[src/rtl/axi_lite_pkg.sv]
// Shared types and constants for the AXI4-Lite command-port initiator.
package axi_lite_pkg;

    localparam logic [1:0] OKAY   = 2'b00;
    localparam logic [1:0] SLVERR = 2'b10;

    localparam int unsigned DEFAULT_TIMEOUT = 1024;

    typedef enum logic [2:0] {
        IDLE,
        WR_REQ,
        WR_RESP,
        RD_REQ,
        RD_DATA,
        RSP
    } state_t;

endpackage

[src/rtl/axi_lite_watchdog.sv]
// Per-state wait counter; expired asserts in the C_TIMEOUT-th enabled cycle.
module axi_lite_watchdog
    import axi_lite_pkg::*;
#(
    parameter int unsigned C_TIMEOUT = DEFAULT_TIMEOUT
) (
    input  logic clk,
    input  logic rst,
    input  logic clr,
    input  logic en,
    output logic expired
);

    localparam int unsigned CW = (C_TIMEOUT > 2) ? $clog2(C_TIMEOUT) : 1;

    logic [CW-1:0] count;

    always_ff @(posedge clk) begin
        if (rst || clr) begin
            count <= '0;
        end else if (en && !expired) begin
            count <= count + CW'(1);
        end
    end

    assign expired = en && (count == CW'(C_TIMEOUT - 1));

endmodule

[src/rtl/axi_lite_master.sv]
// Single-outstanding AXI4-Lite initiator driven by a valid/ready command port.
module axi_lite_master
    import axi_lite_pkg::*;
#(
    parameter int unsigned C_AXI_DATA_WIDTH = 32,
    parameter int unsigned C_AXI_ADDR_WIDTH = 32,
    parameter int unsigned C_TIMEOUT        = DEFAULT_TIMEOUT
) (
    input  logic                          axi_aclk,
    input  logic                          axi_areset,
    input  logic                          cmd_valid,
    output logic                          cmd_ready,
    input  logic                          cmd_write,
    input  logic [C_AXI_ADDR_WIDTH-1:0]   cmd_addr,
    input  logic [C_AXI_DATA_WIDTH-1:0]   cmd_wdata,
    input  logic [C_AXI_DATA_WIDTH/8-1:0] cmd_wstrb,
    output logic                          rsp_valid,
    input  logic                          rsp_ready,
    output logic [C_AXI_DATA_WIDTH-1:0]   rsp_rdata,
    output logic [1:0]                    rsp_resp,
    output logic                          rsp_timeout,
    output logic [C_AXI_ADDR_WIDTH-1:0]   axi_awaddr,
    output logic                          axi_awvalid,
    input  logic                          axi_awready,
    output logic [C_AXI_DATA_WIDTH-1:0]   axi_wdata,
    output logic [C_AXI_DATA_WIDTH/8-1:0] axi_wstrb,
    output logic                          axi_wvalid,
    input  logic                          axi_wready,
    input  logic [1:0]                    axi_bresp,
    input  logic                          axi_bvalid,
    output logic                          axi_bready,
    output logic [C_AXI_ADDR_WIDTH-1:0]   axi_araddr,
    output logic                          axi_arvalid,
    input  logic                          axi_arready,
    input  logic [C_AXI_DATA_WIDTH-1:0]   axi_rdata,
    input  logic [1:0]                    axi_rresp,
    input  logic                          axi_rvalid,
    output logic                          axi_rready
);

    state_t state, state_next;
    logic   aw_done, w_done, aw_done_next, w_done_next;
    logic   awvalid_next, wvalid_next, bready_next, arvalid_next, rready_next;
    logic   cmd_ready_next, rsp_valid_next, rsp_timeout_next, load;
    logic   [C_AXI_DATA_WIDTH-1:0] rsp_rdata_next;
    logic   [1:0] rsp_resp_next;
    logic   wd_expired, wd_en;

    assign wd_en = (state == WR_REQ) || (state == WR_RESP) ||
                   (state == RD_REQ) || (state == RD_DATA);

    axi_lite_watchdog #(.C_TIMEOUT(C_TIMEOUT)) u_watchdog (
        .clk     (axi_aclk),
        .rst     (axi_areset),
        .clr     (state_next != state),
        .en      (wd_en),
        .expired (wd_expired)
    );

    always_comb begin
        state_next       = state;
        aw_done_next     = aw_done;
        w_done_next      = w_done;
        awvalid_next     = axi_awvalid;
        wvalid_next      = axi_wvalid;
        bready_next      = axi_bready;
        arvalid_next     = axi_arvalid;
        rready_next      = axi_rready;
        rsp_valid_next   = rsp_valid;
        rsp_rdata_next   = rsp_rdata;
        rsp_resp_next    = rsp_resp;
        rsp_timeout_next = rsp_timeout;
        load             = 1'b0;
        case (state)
            IDLE: begin
                if (cmd_valid && cmd_ready) begin
                    load         = 1'b1;
                    aw_done_next = 1'b0;
                    w_done_next  = 1'b0;
                    if (cmd_write) begin
                        state_next   = WR_REQ;
                        awvalid_next = 1'b1;
                        wvalid_next  = 1'b1;
                    end else begin
                        state_next   = RD_REQ;
                        arvalid_next = 1'b1;
                    end
                end
            end
            WR_REQ: begin
                if (axi_awvalid && axi_awready) begin
                    awvalid_next = 1'b0;
                    aw_done_next = 1'b1;
                end
                if (axi_wvalid && axi_wready) begin
                    wvalid_next = 1'b0;
                    w_done_next = 1'b1;
                end
                if (aw_done_next && w_done_next) begin
                    state_next  = WR_RESP;
                    bready_next = 1'b1;
                end
            end
            WR_RESP: begin
                if (axi_bvalid && axi_bready) begin
                    bready_next      = 1'b0;
                    rsp_valid_next   = 1'b1;
                    rsp_rdata_next   = '0;
                    rsp_resp_next    = axi_bresp;
                    rsp_timeout_next = 1'b0;
                    state_next       = RSP;
                end
            end
            RD_REQ: begin
                if (axi_arvalid && axi_arready) begin
                    arvalid_next = 1'b0;
                    rready_next  = 1'b1;
                    state_next   = RD_DATA;
                end
            end
            RD_DATA: begin
                if (axi_rvalid && axi_rready) begin
                    rready_next      = 1'b0;
                    rsp_valid_next   = 1'b1;
                    rsp_rdata_next   = axi_rdata;
                    rsp_resp_next    = axi_rresp;
                    rsp_timeout_next = 1'b0;
                    state_next       = RSP;
                end
            end
            RSP: begin
                if (rsp_ready) begin
                    rsp_valid_next = 1'b0;
                    state_next     = IDLE;
                end
            end
            default: state_next = IDLE;
        endcase
        // Watchdog abort overrides any handshake landing in the same cycle.
        if (wd_expired) begin
            awvalid_next     = 1'b0;
            wvalid_next      = 1'b0;
            bready_next      = 1'b0;
            arvalid_next     = 1'b0;
            rready_next      = 1'b0;
            rsp_valid_next   = 1'b1;
            rsp_rdata_next   = '0;
            rsp_resp_next    = SLVERR;
            rsp_timeout_next = 1'b1;
            state_next       = RSP;
        end
        cmd_ready_next = (state_next == IDLE);
    end

    always_ff @(posedge axi_aclk) begin
        if (axi_areset) begin
            state       <= IDLE;
            aw_done     <= 1'b0;
            w_done      <= 1'b0;
            cmd_ready   <= 1'b0;
            axi_awvalid <= 1'b0;
            axi_wvalid  <= 1'b0;
            axi_bready  <= 1'b0;
            axi_arvalid <= 1'b0;
            axi_rready  <= 1'b0;
            axi_awaddr  <= '0;
            axi_wdata   <= '0;
            axi_wstrb   <= '0;
            axi_araddr  <= '0;
            rsp_valid   <= 1'b0;
            rsp_rdata   <= '0;
            rsp_resp    <= '0;
            rsp_timeout <= 1'b0;
        end else begin
            state       <= state_next;
            aw_done     <= aw_done_next;
            w_done      <= w_done_next;
            cmd_ready   <= cmd_ready_next;
            axi_awvalid <= awvalid_next;
            axi_wvalid  <= wvalid_next;
            axi_bready  <= bready_next;
            axi_arvalid <= arvalid_next;
            axi_rready  <= rready_next;
            rsp_valid   <= rsp_valid_next;
            rsp_rdata   <= rsp_rdata_next;
            rsp_resp    <= rsp_resp_next;
            rsp_timeout <= rsp_timeout_next;
            if (load) begin
                if (cmd_write) begin
                    axi_awaddr <= cmd_addr;
                    axi_wdata  <= cmd_wdata;
                    axi_wstrb  <= cmd_wstrb;
                end else begin
                    axi_araddr <= cmd_addr;
                end
            end
        end
    end

endmodule

[config.mk]
export PLATFORM = sky130hd
export DESIGN_NAME = axi_lite_master
export DESIGN_NICKNAME = d
export VERILOG_FILES = /design/src/rtl/axi_lite_pkg.sv /design/src/rtl/axi_lite_watchdog.sv /design/src/rtl/axi_lite_master.sv
export SDC_FILE = /design/constraint.sdc
export NUM_CORES = 1
export LEC_CHECK = 0
export BUFFER_PORTS_ARGS = -buffer_cell sky130_fd_sc_hd__buf_4
export CELL_PAD_IN_SITES_DETAIL_PLACEMENT = 2
export CELL_PAD_IN_SITES_GLOBAL_PLACEMENT = 2
export CORE_MARGIN = 4
export CORE_UTILIZATION = 26
export CTS_CLUSTER_SIZE = 14
export DETAILED_ROUTE_END_ITERATION = 8
export GPL_TIMING_DRIVEN = 1
export PLACE_DENSITY = 0.87
export SKIP_CTS_REPAIR_TIMING = 1
export SYNTH_ARGS = -nofsm -noshare
export SYNTH_HDL_FRONTEND = slang
export SYNTH_SLANG_ARGS = --single-unit
[constraint.sdc]
create_clock -name axi_aclk -period 2.6 [get_ports axi_aclk]
set_input_delay 0 -clock axi_aclk [delete_from_list [all_inputs] [get_ports axi_aclk]]
set_output_delay 0 -clock axi_aclk [all_outputs]
set_load 0.01 [all_outputs]
==> results of run 1 <==
## synth_stat cells, drive strengths merged (3+ instances only)
| master | n |
|---|---|
| a22oi | 31 |
| and2 | 3 |
| a21oi | 112 |
| nor4 | 7 |
| clkbuf | 43 |
| nor2 | 43 |
| nand3 | 6 |
| o21ai | 9 |
| buf | 10 |
| inv | 6 |
| nor4b | 3 |
| nand2 | 215 |
| a211oi | 11 |
| nor3 | 7 |
| dfxtp | 157 |
| nor2b | 3 |
| xnor2 | 8 |
## cell type report
| type | instances | area [um2] |
|---|---|---|
| clock buffer | 19 | 453 |
| multi-input combinational | 494 | 2460 |
| antenna | 3 | 7.51 |
| timing repair buffer | 377 | 3120 |
| clock inverter | 11 | 119 |
| sequential | 157 | 3140 |
| fill | 2385 | 12300 |
| tap | 280 | 350 |
| inverter | 6 | 22.5 |
## critical path, delay by kind of cell (launching register included)
family / cells / cell delay, ns
AO/OA/AOI/OAI: 1 / 0.25
buffers and inverters: 1 / 0.29
flip-flops: 1 / 0.43
AND/OR/NAND/NOR: 4 / 1.31
## where the power goes
group          switching, mW  leakage, nW  internal (mW)
registers             0.0618         1.27           2.49
clock network           1.06        0.285           1.45
logic                  0.445         2.38          0.414
total                   1.57         3.93           4.36
## layer usage
layer,GRT usage,routed length (um),vias to the layer above
li1,-,-,3086
met3,0.0593,1460,58
met4,0.0623,1130,0
met2,0.330,16300,192
met1,0.201,10500,3276
met5,0,0,-
## sequential cells by signal, indices dropped and copies added, names as in the netlist, 2 cells and up
name	flops
rsp_resp	2
axi_araddr	32
rsp_rdata	32
axi_awaddr	32
u_watchdog.count	10
axi_wdata	32
axi_wstrb	4
state	3
## through the flow
stage | worst slack [ns] | cells
finish | 0.159 | 1347
global route | -0.00410 | 1347
CTS | 0.213 | 1238
detailed placement | 0.304 | 1208
global placement | 0.402 | 1208
floorplan | 0.643 | 710
## worst paths after layout
| path | to | slack (ns) |
|---|---|---|
| worst max-delay path | axi_wdata[30] | 0.16 |
| worst min-delay path | rsp_resp[1] | 0.05 |
| worst max register to register | axi_wdata[30] | 0.16 |
| worst min register to register | axi_awaddr[1] | 0.46 |
## logic make-up (layout without fill, tap and decap cells)
group | count (synthesis) | in the layout | synth area share
buf+inv | 59 | 413 | 0.0429
xor+xnor | 8 | 8 | 0.0120
other cells | 0 | 3 | 0
fa+ha+maj | 1 | 1 | 0.00214
compound gates | 181 | 181 | 0.184
simple gates | 303 | 303 | 0.218
mux | 1 | 1 | 0.00193
flops | 157 | 157 | 0.539
==> results.ini, run 1 <==
[run_status]
outcome = finished, final reports clean

[clock_tree]
cts_buffers = 17
clock_path_buffers = 2
htreeDepth = 4
clk_latency_ns = 0.43
clkSlewWorstSetupHoldPaths_ns = 0.08
tritoncts = yes
cts_num_sinks = 157
cts-root-buf = clkbuf_16

[finish]
most-common-layout-cells = 269 x buf_4, 214 x nand2_1, 157 x dfxtp_1
area_delta_synth_final_pct = 65.8
finalNetCount = 1168
drive_above_1_share = 0.291
design_area_um2 = 9670
layout_commonest_cell = buf_4
fin_util = 0.440

[worst_hold_path]
min_from = axi_bresp[1]
min_path_cells = 4
hold_path.class = primary input to flip-flop

[setup_path]
r2r_cells = 6
worstReg2RegStart = state[1]
slowest_delay_ns = 0.48
required_ns = 2.92
endpoint_kind = flip-flop
worst_setup_path_start_kind = flip-flop
worstPathArrival_ns = 2.76
critPathMaxFanout = 64
slowest_stage = nor3_1
worstPathCellList = or2_2 > nor3_1 > and2_2 > buf_12 > nand2_1 > a21oi_1
crit_type = flip-flop to flip-flop
cp-startpoint = state[1]

[floorplanning]
io_pins = 256
die_h_um = 158
core_um2 = 22000
start_util = 0.266
placementRows = 54
fp.dieArea_um2 = 24900
die_w_um = 158

[timing]
setup_viol = 0
final_hold_viol_count = 0
finalSetupTns_ns = 0
max_freq_mhz = 410
max_slew_margin = 0.433
final.setup_skew_ns = 0.0190
slew_violations = 0
post-route-period-util = 0.939
hold_ws_ns = 0.0511
worstMarginPinSlew_ns = 0.829
min_period_ns = 2.44

[place]
place.gp.congestion = 0.796
dp_hpwl_um = 16700
place_area_um2 = 8030
io_buffers = 255

[routing]
num_vias = 6612
drt-initial-drc-count = 231
via_per_inst = 4.91
drtAntennaViolNets = 0
wire_per_inst_um = 21.8
routed_wirelength_um = 29400
drtPass1Iterations = 5
drcViolationCount = 0

[synth]
synth_cell_type_count = 50
synth_flop_cell = dfxtp_1
ys_ff_latch = 157
avgSynthCellArea_um2 = 8.22
syn_area_um2 = 5830
synth_top_cells_by_area = dfxtp_1 54%, nand2_1 14%, a21oi_1 9.6%, a22oi_1 4.0%, clkbuf_1 2.7%
async_flop_share = 0
synth_top_area_share = 0.539
synth-seq-area-share = 0.539
ys_warn_count = 0
yosysTopAreaCell = dfxtp_1
synth_cells = 710
synth_edf_count = 0
synth_nets = 825

[global_routing]
grt_pass1_vias = 6496
overflow = 0
grt_start_max_net_pins = 65
antenna_found_initial = 3
grt_pass1_wl_um = 35700
gr-usage-all-layers = 0.183

[pwr]
finalPower_mw = 5.92
cellLeakagePower_nw = 3.93
powerDensity_nw_per_um2 = 612
ir_drop_v = 0.000379

[run]
cap_viol_max_count = 0

Note: power is estimated with default switching activity, not from simulation.
==> run 2, diff against run 1 <==
- CELL_PAD_IN_SITES_DETAIL_PLACEMENT: 2 -> not set
- CELL_PAD_IN_SITES_GLOBAL_PLACEMENT: 2 -> not set
- CORE_UTILIZATION: 26 -> 30
- PLACE_DENSITY: 0.87 -> 0.62
==> results.ini, run 2 (same netlist as run 1, synthesis figures left out) <==
[finish]
fill_cells = 1807
ff_latch_area_um2 = 3140
drive_above_1_share = 0.290
fin_cells = 1326
num_antenna_cells = 0
area_delta_synth_final_pct = 65.5
fin_util = 0.511
most-common-layout-cells = 268 x buf_4, 214 x nand2_1, 157 x dfxtp_1
layout_commonest_cell = buf_4
multi_input_area_um2 = 2460
finalNetCount = 1168

[routing]
drtAntennaViolNets = 0
via_per_inst = 4.69
wire_per_inst_um = 15.0
drcViolationCount = 0
drtPass1Iterations = 7
num_vias = 6219
drt-initial-drc-count = 345
routed_wirelength_um = 19900

[floorplanning]
die_h_um = 147
core_um2 = 18900
start_util = 0.309
placementRows = 50
die_w_um = 147
fp.dieArea_um2 = 21700
io_pins = 256

[place]
place.gp.congestion = 0.790
io_buffers = 255
dp_worst_setup_slack_ns = 0.427
dp.cells = 1187
dp_hpwl_um = 12900

[timing]
post-route-period-util = 0.875
finalWorstSetupSlack_ns = 0.325
slew_violations = 0
max_freq_mhz = 440
rsz0062_at_grt = false
setup_viol = 0
final_hold_viol_count = 0
worstMarginPinSlew_ns = 1.19
finalSetupTns_ns = 0
min_period_ns = 2.27
max_slew_margin = 0.209
final.setup_skew_ns = 0.0103

[pwr]
ir_drop_v = 0.000473
powerDensity_nw_per_um2 = 603
clock_power_share = 0.426
p_sw_mw = 1.47
intPower_mw = 4.35
swShare = 0.253
finalPower_mw = 5.82
cellLeakagePower_nw = 3.93
p_seq_frac = 0.436
power_frac_comb = 0.138

[setup_path]
crit_family = simple AND/OR/NAND/NOR gates
crit_type = flip-flop to flip-flop
required_ns = 2.90
slowest_delay_ns = 0.57
critical_path.most_common_cell = nand2_1
worstPathArrival_ns = 2.58
endpoint_kind = flip-flop
critPathMaxFanout = 8
worst_setup_path_start_kind = flip-flop
worstPathCellList = nand4_1 > nor3_1 > nand2_1 > nand2_1 > a311oi_1 > dlygate4sd3_1
slowest_stage = dlygate4sd3_1
path_buf_inv = 1

[global_routing]
gr-usage-all-layers = 0.164
grt_pass1_wl_um = 28500
antenna_found_initial = 0
grt_pass1_vias = 5231
grt_start_max_net_pins = 69
overflow = 0

[run_status]
outcome = finished, final reports clean

[clock_tree]
cts-root-buf = clkbuf_16
clkSlewWorstSetupHoldPaths_ns = 0.06
htreeDepth = 4
clk_latency_ns = 0.42
cts_num_sinks = 157
tritoncts = yes
cts_buffers = 17
clock_path_buffers = 2

[worst_hold_path]
hold_path.class = primary input to flip-flop

[run]
cap_viol_max_count = 0

run 2: changes by cell type in the layout (fill, tap and decap cells not counted), sizes merged:
cell,previous run,this run
dlygate4sd3,106,107
diode,3,0
inv,7,9
clkinvlp,1,3
clkbuf,19,20
buf,271,270
clkinv,7,4
run 2: stage by stage:
| step | hold slack [ns] | instance area [um2] |
|---|---|---|
| after global routing | 0.0251 | 9650 |
| after global placement | 0.232 | 8000 |
| after detailed placement | 0.232 | 8000 |
| after floorplan | 0.114 | 5830 |
| after CTS | -0.213 | 8580 |
| final | 0.0225 | 9650 |
run 2: final timing paths:
kind	depth (start not counted)	slack [ns]	endpoint	startpoint
setup / recovery	6	0.33	rsp_resp[0]	u_watchdog.count[3]
hold / removal	4	0.02	rsp_resp[1]	axi_bresp[1]
setup reg to reg	6	0.33	rsp_resp[0]	u_watchdog.count[3]
hold reg to reg	2	0.45	axi_awaddr[15]	axi_awaddr[15]
run 2: layout make-up:
class                   instances  area share
flip-flops and latches        157       0.326
inverters                       6     0.00233
repair buffers                377       0.324
clock inverters                12      0.0141
clock buffers                  20      0.0463
multi-input cells             494       0.254
well taps                     260      0.0337
run 2: per-layer routing:
layer  track usage  up-vias  share of wire
met5             0        -              0
met1         0.201     2933           0.42
met2         0.270      161           0.51
li1              -     3096              -
met4        0.0545        0          0.021
met3        0.0567       29          0.052
run 2: power groups by stage:
| stage | registers (mW) | clock network, mW | logic (mW) |
|---|---|---|---|
| 2_1_floorplan | 2.62 | 0 | 0.287 |
| 3_3_place_gp | 2.59 | 0 | 0.670 |
| 3_5_place_dp | 2.59 | 0 | 0.673 |
| 4_1_cts | 2.54 | 2.55 | 0.675 |
| 5_1_grt | 2.55 | 2.64 | 0.878 |
| 6_report | 2.54 | 2.48 | 0.804 |
run 2: worst register-to-register path: stages, from the launching register on:
cell           delay [ns]
dfxtp_1              0.40
nand4_1              0.25
nor3_1               0.38
nand2_1              0.18
nand2_1              0.31
a311oi_1             0.07
dlygate4sd3_1        0.57
==> run 3, diff against run 2 <==
- ABC_AREA: not set -> 1
- PLACE_DENSITY: 0.62 -> 0.61
==> results.ini, run 3 <==
[clock_tree]
cts_buffers = 17
htreeDepth = 4
cts-root-buf = clkbuf_16
cts_num_sinks = 157
clkSlewWorstSetupHoldPaths_ns = 0.07
clock_path_buffers = 2
clk_latency_ns = 0.42
tritoncts = yes

[synth]
synth-seq-area-share = 0.521
synthTopCellsByCount = 251 x nor2_1, 157 x dfxtp_1, 101 x o21ai_0
synth_edf_count = 0
synth_cell_type_count = 34
ys_warn_count = 0
synth_cells = 755
async_flop_share = 0
avgSynthCellArea_um2 = 7.99
synth_flop_cell = dfxtp_1
synth_top_area_share = 0.521
syn_area_um2 = 6040
synth.most_common_cell = nor2_1
synth_nets = 870
synth_top_cells_by_area = dfxtp_1 52%, nor2_1 16%, o21ai_0 8.4%, a22oi_2 5.8%, nand2_1 4.0%
ys_ff_latch = 157
yosysTopAreaCell = dfxtp_1

[pwr]
ir_drop_v = 0.000423
p_seq_frac = 0.423
intPower_mw = 4.52
finalPower_mw = 6.20
powerDensity_nw_per_um2 = 630
p_sw_mw = 1.68
clock_power_share = 0.415
swShare = 0.271
cellLeakagePower_nw = 4.48
power_frac_comb = 0.162

[finish]
most-common-layout-cells = 263 x buf_4, 250 x nor2_1, 157 x dfxtp_1
finalNetCount = 1217
design_area_um2 = 9850
fill_cells = 1896
fin_util = 0.501
ff_latch_area_um2 = 3140
layout_commonest_cell = buf_4
area_delta_synth_final_pct = 63.2
drive_above_1_share = 0.318
multi_input_area_um2 = 2540
fin_cells = 1380
num_antenna_cells = 0

[run_status]
violations = negative hold slack
outcome = finished with violations

[setup_path]
crit_type = flip-flop to flip-flop
slowest_stage = nand2_1
critPathMaxFanout = 26
endpoint_kind = flip-flop
worst_setup_path_start_kind = flip-flop
slowest_delay_ns = 0.45
worstPathArrival_ns = 2.25
worstPathCellList = ha_1 > nand3_1 > nor2_1 > nand3_2 > nand2_1 > buf_12 > a21oi_1
required_ns = 2.89

[timing]
hold_ws_ns = -0.00374
final_hold_viol_count = 1
min_period_ns = 1.96
post-route-period-util = 0.753
setup_viol = 0
rsz0062_at_grt = false
max_slew_margin = 0.564
slew_violations = 0
finalWorstSetupSlack_ns = 0.642
worstMarginPinSlew_ns = 0.654
max_freq_mhz = 511
finalSetupTns_ns = 0
final.setup_skew_ns = 0.0128

[worst_hold_path]
hold_path.class = primary input to flip-flop

[place]
place_area_um2 = 8180
place.gp.congestion = 0.815
io_buffers = 255
dp.cells = 1242
dp_worst_setup_slack_ns = 0.656
dp_hpwl_um = 12700

[floorplanning]
start_util = 0.307
die_h_um = 150
io_pins = 256
die_w_um = 150
placementRows = 51
fp.dieArea_um2 = 22500
core_um2 = 19700

[global_routing]
antenna_found_initial = 0
grt_start_max_net_pins = 69
overflow = 0
gr-usage-all-layers = 0.157
grt_pass1_vias = 5531
grt_pass1_wl_um = 28300

[routing]
drt-initial-drc-count = 269
num_vias = 6119
drtPass1Iterations = 4
routed_wirelength_um = 19300
drcViolationCount = 0
drtAntennaViolNets = 0
wire_per_inst_um = 14.0
via_per_inst = 4.43

[run]
cap_viol_max_count = 0

==> run 3: cells by family (layout without fill, tap and decap cells) <==
family                     Yosys count  count (layout)  synth area share
DFF                                157             157             0.521
AOI/OAI and AO/OA                  153             153             0.166
and+or+nand+nor                    355             355             0.241
buffers and inverters               82             442            0.0599
adders and majority gates            1               1           0.00207
xor gates and xnor gates             7               7            0.0102
==> run 3: cell type report <==
class,instances,share of cell area
Tap cell,265,0.0337
Clock inverter,14,0.0171
Clock buffer,18,0.0446
Timing Repair Buffer,371,0.312
Multi-Input combinational cell,516,0.258
Sequential cell,157,0.319
Inverter,39,0.0151
==> run 3: critical path: cells and delay by family, from the launching register on <==
kind	cells	cell delay, ns
adder cells (fa/ha/maj)	1	0.18
AND/OR/NAND/NOR	4	0.97
buffers and inverters	1	0.23
flip-flops	1	0.38
AO/OA/AOI/OAI	1	0.05
==> run 3: layer usage <==
metal | vias to the layer above | global-route usage | routed length [um] | share of wire
li1 | 3125 | - | - | -
met1 | 2783 | 0.191 | 8310 | 0.43
met2 | 183 | 0.254 | 9400 | 0.49
met3 | 28 | 0.0591 | 1330 | 0.069
met4 | 0 | 0.0554 | 314 | 0.016
met5 | - | 0 | 0 | 0
==> run 3: final timing paths <==
path	cells after the start	slack, ns	to	from
worst max-delay path	7	0.64	axi_wvalid	u_watchdog.count[0]
worst min-delay path	7	-0.004	rsp_resp[1]	axi_rresp[1]
worst max register to register	7	0.64	axi_wvalid	u_watchdog.count[0]
worst min register to register	2	0.46	aw_done	aw_done
==> run 3: power by group through the flow <==
stage                     clock (mW)  combinational (mW)  sequential [mW]
after detailed placement           0               0.878             2.67
final                           2.58                1.00             2.62
after global placement             0               0.876             2.67
after floorplan                    0               0.367             2.73
after global routing            2.73                1.10             2.64
after CTS                       2.63               0.880             2.62
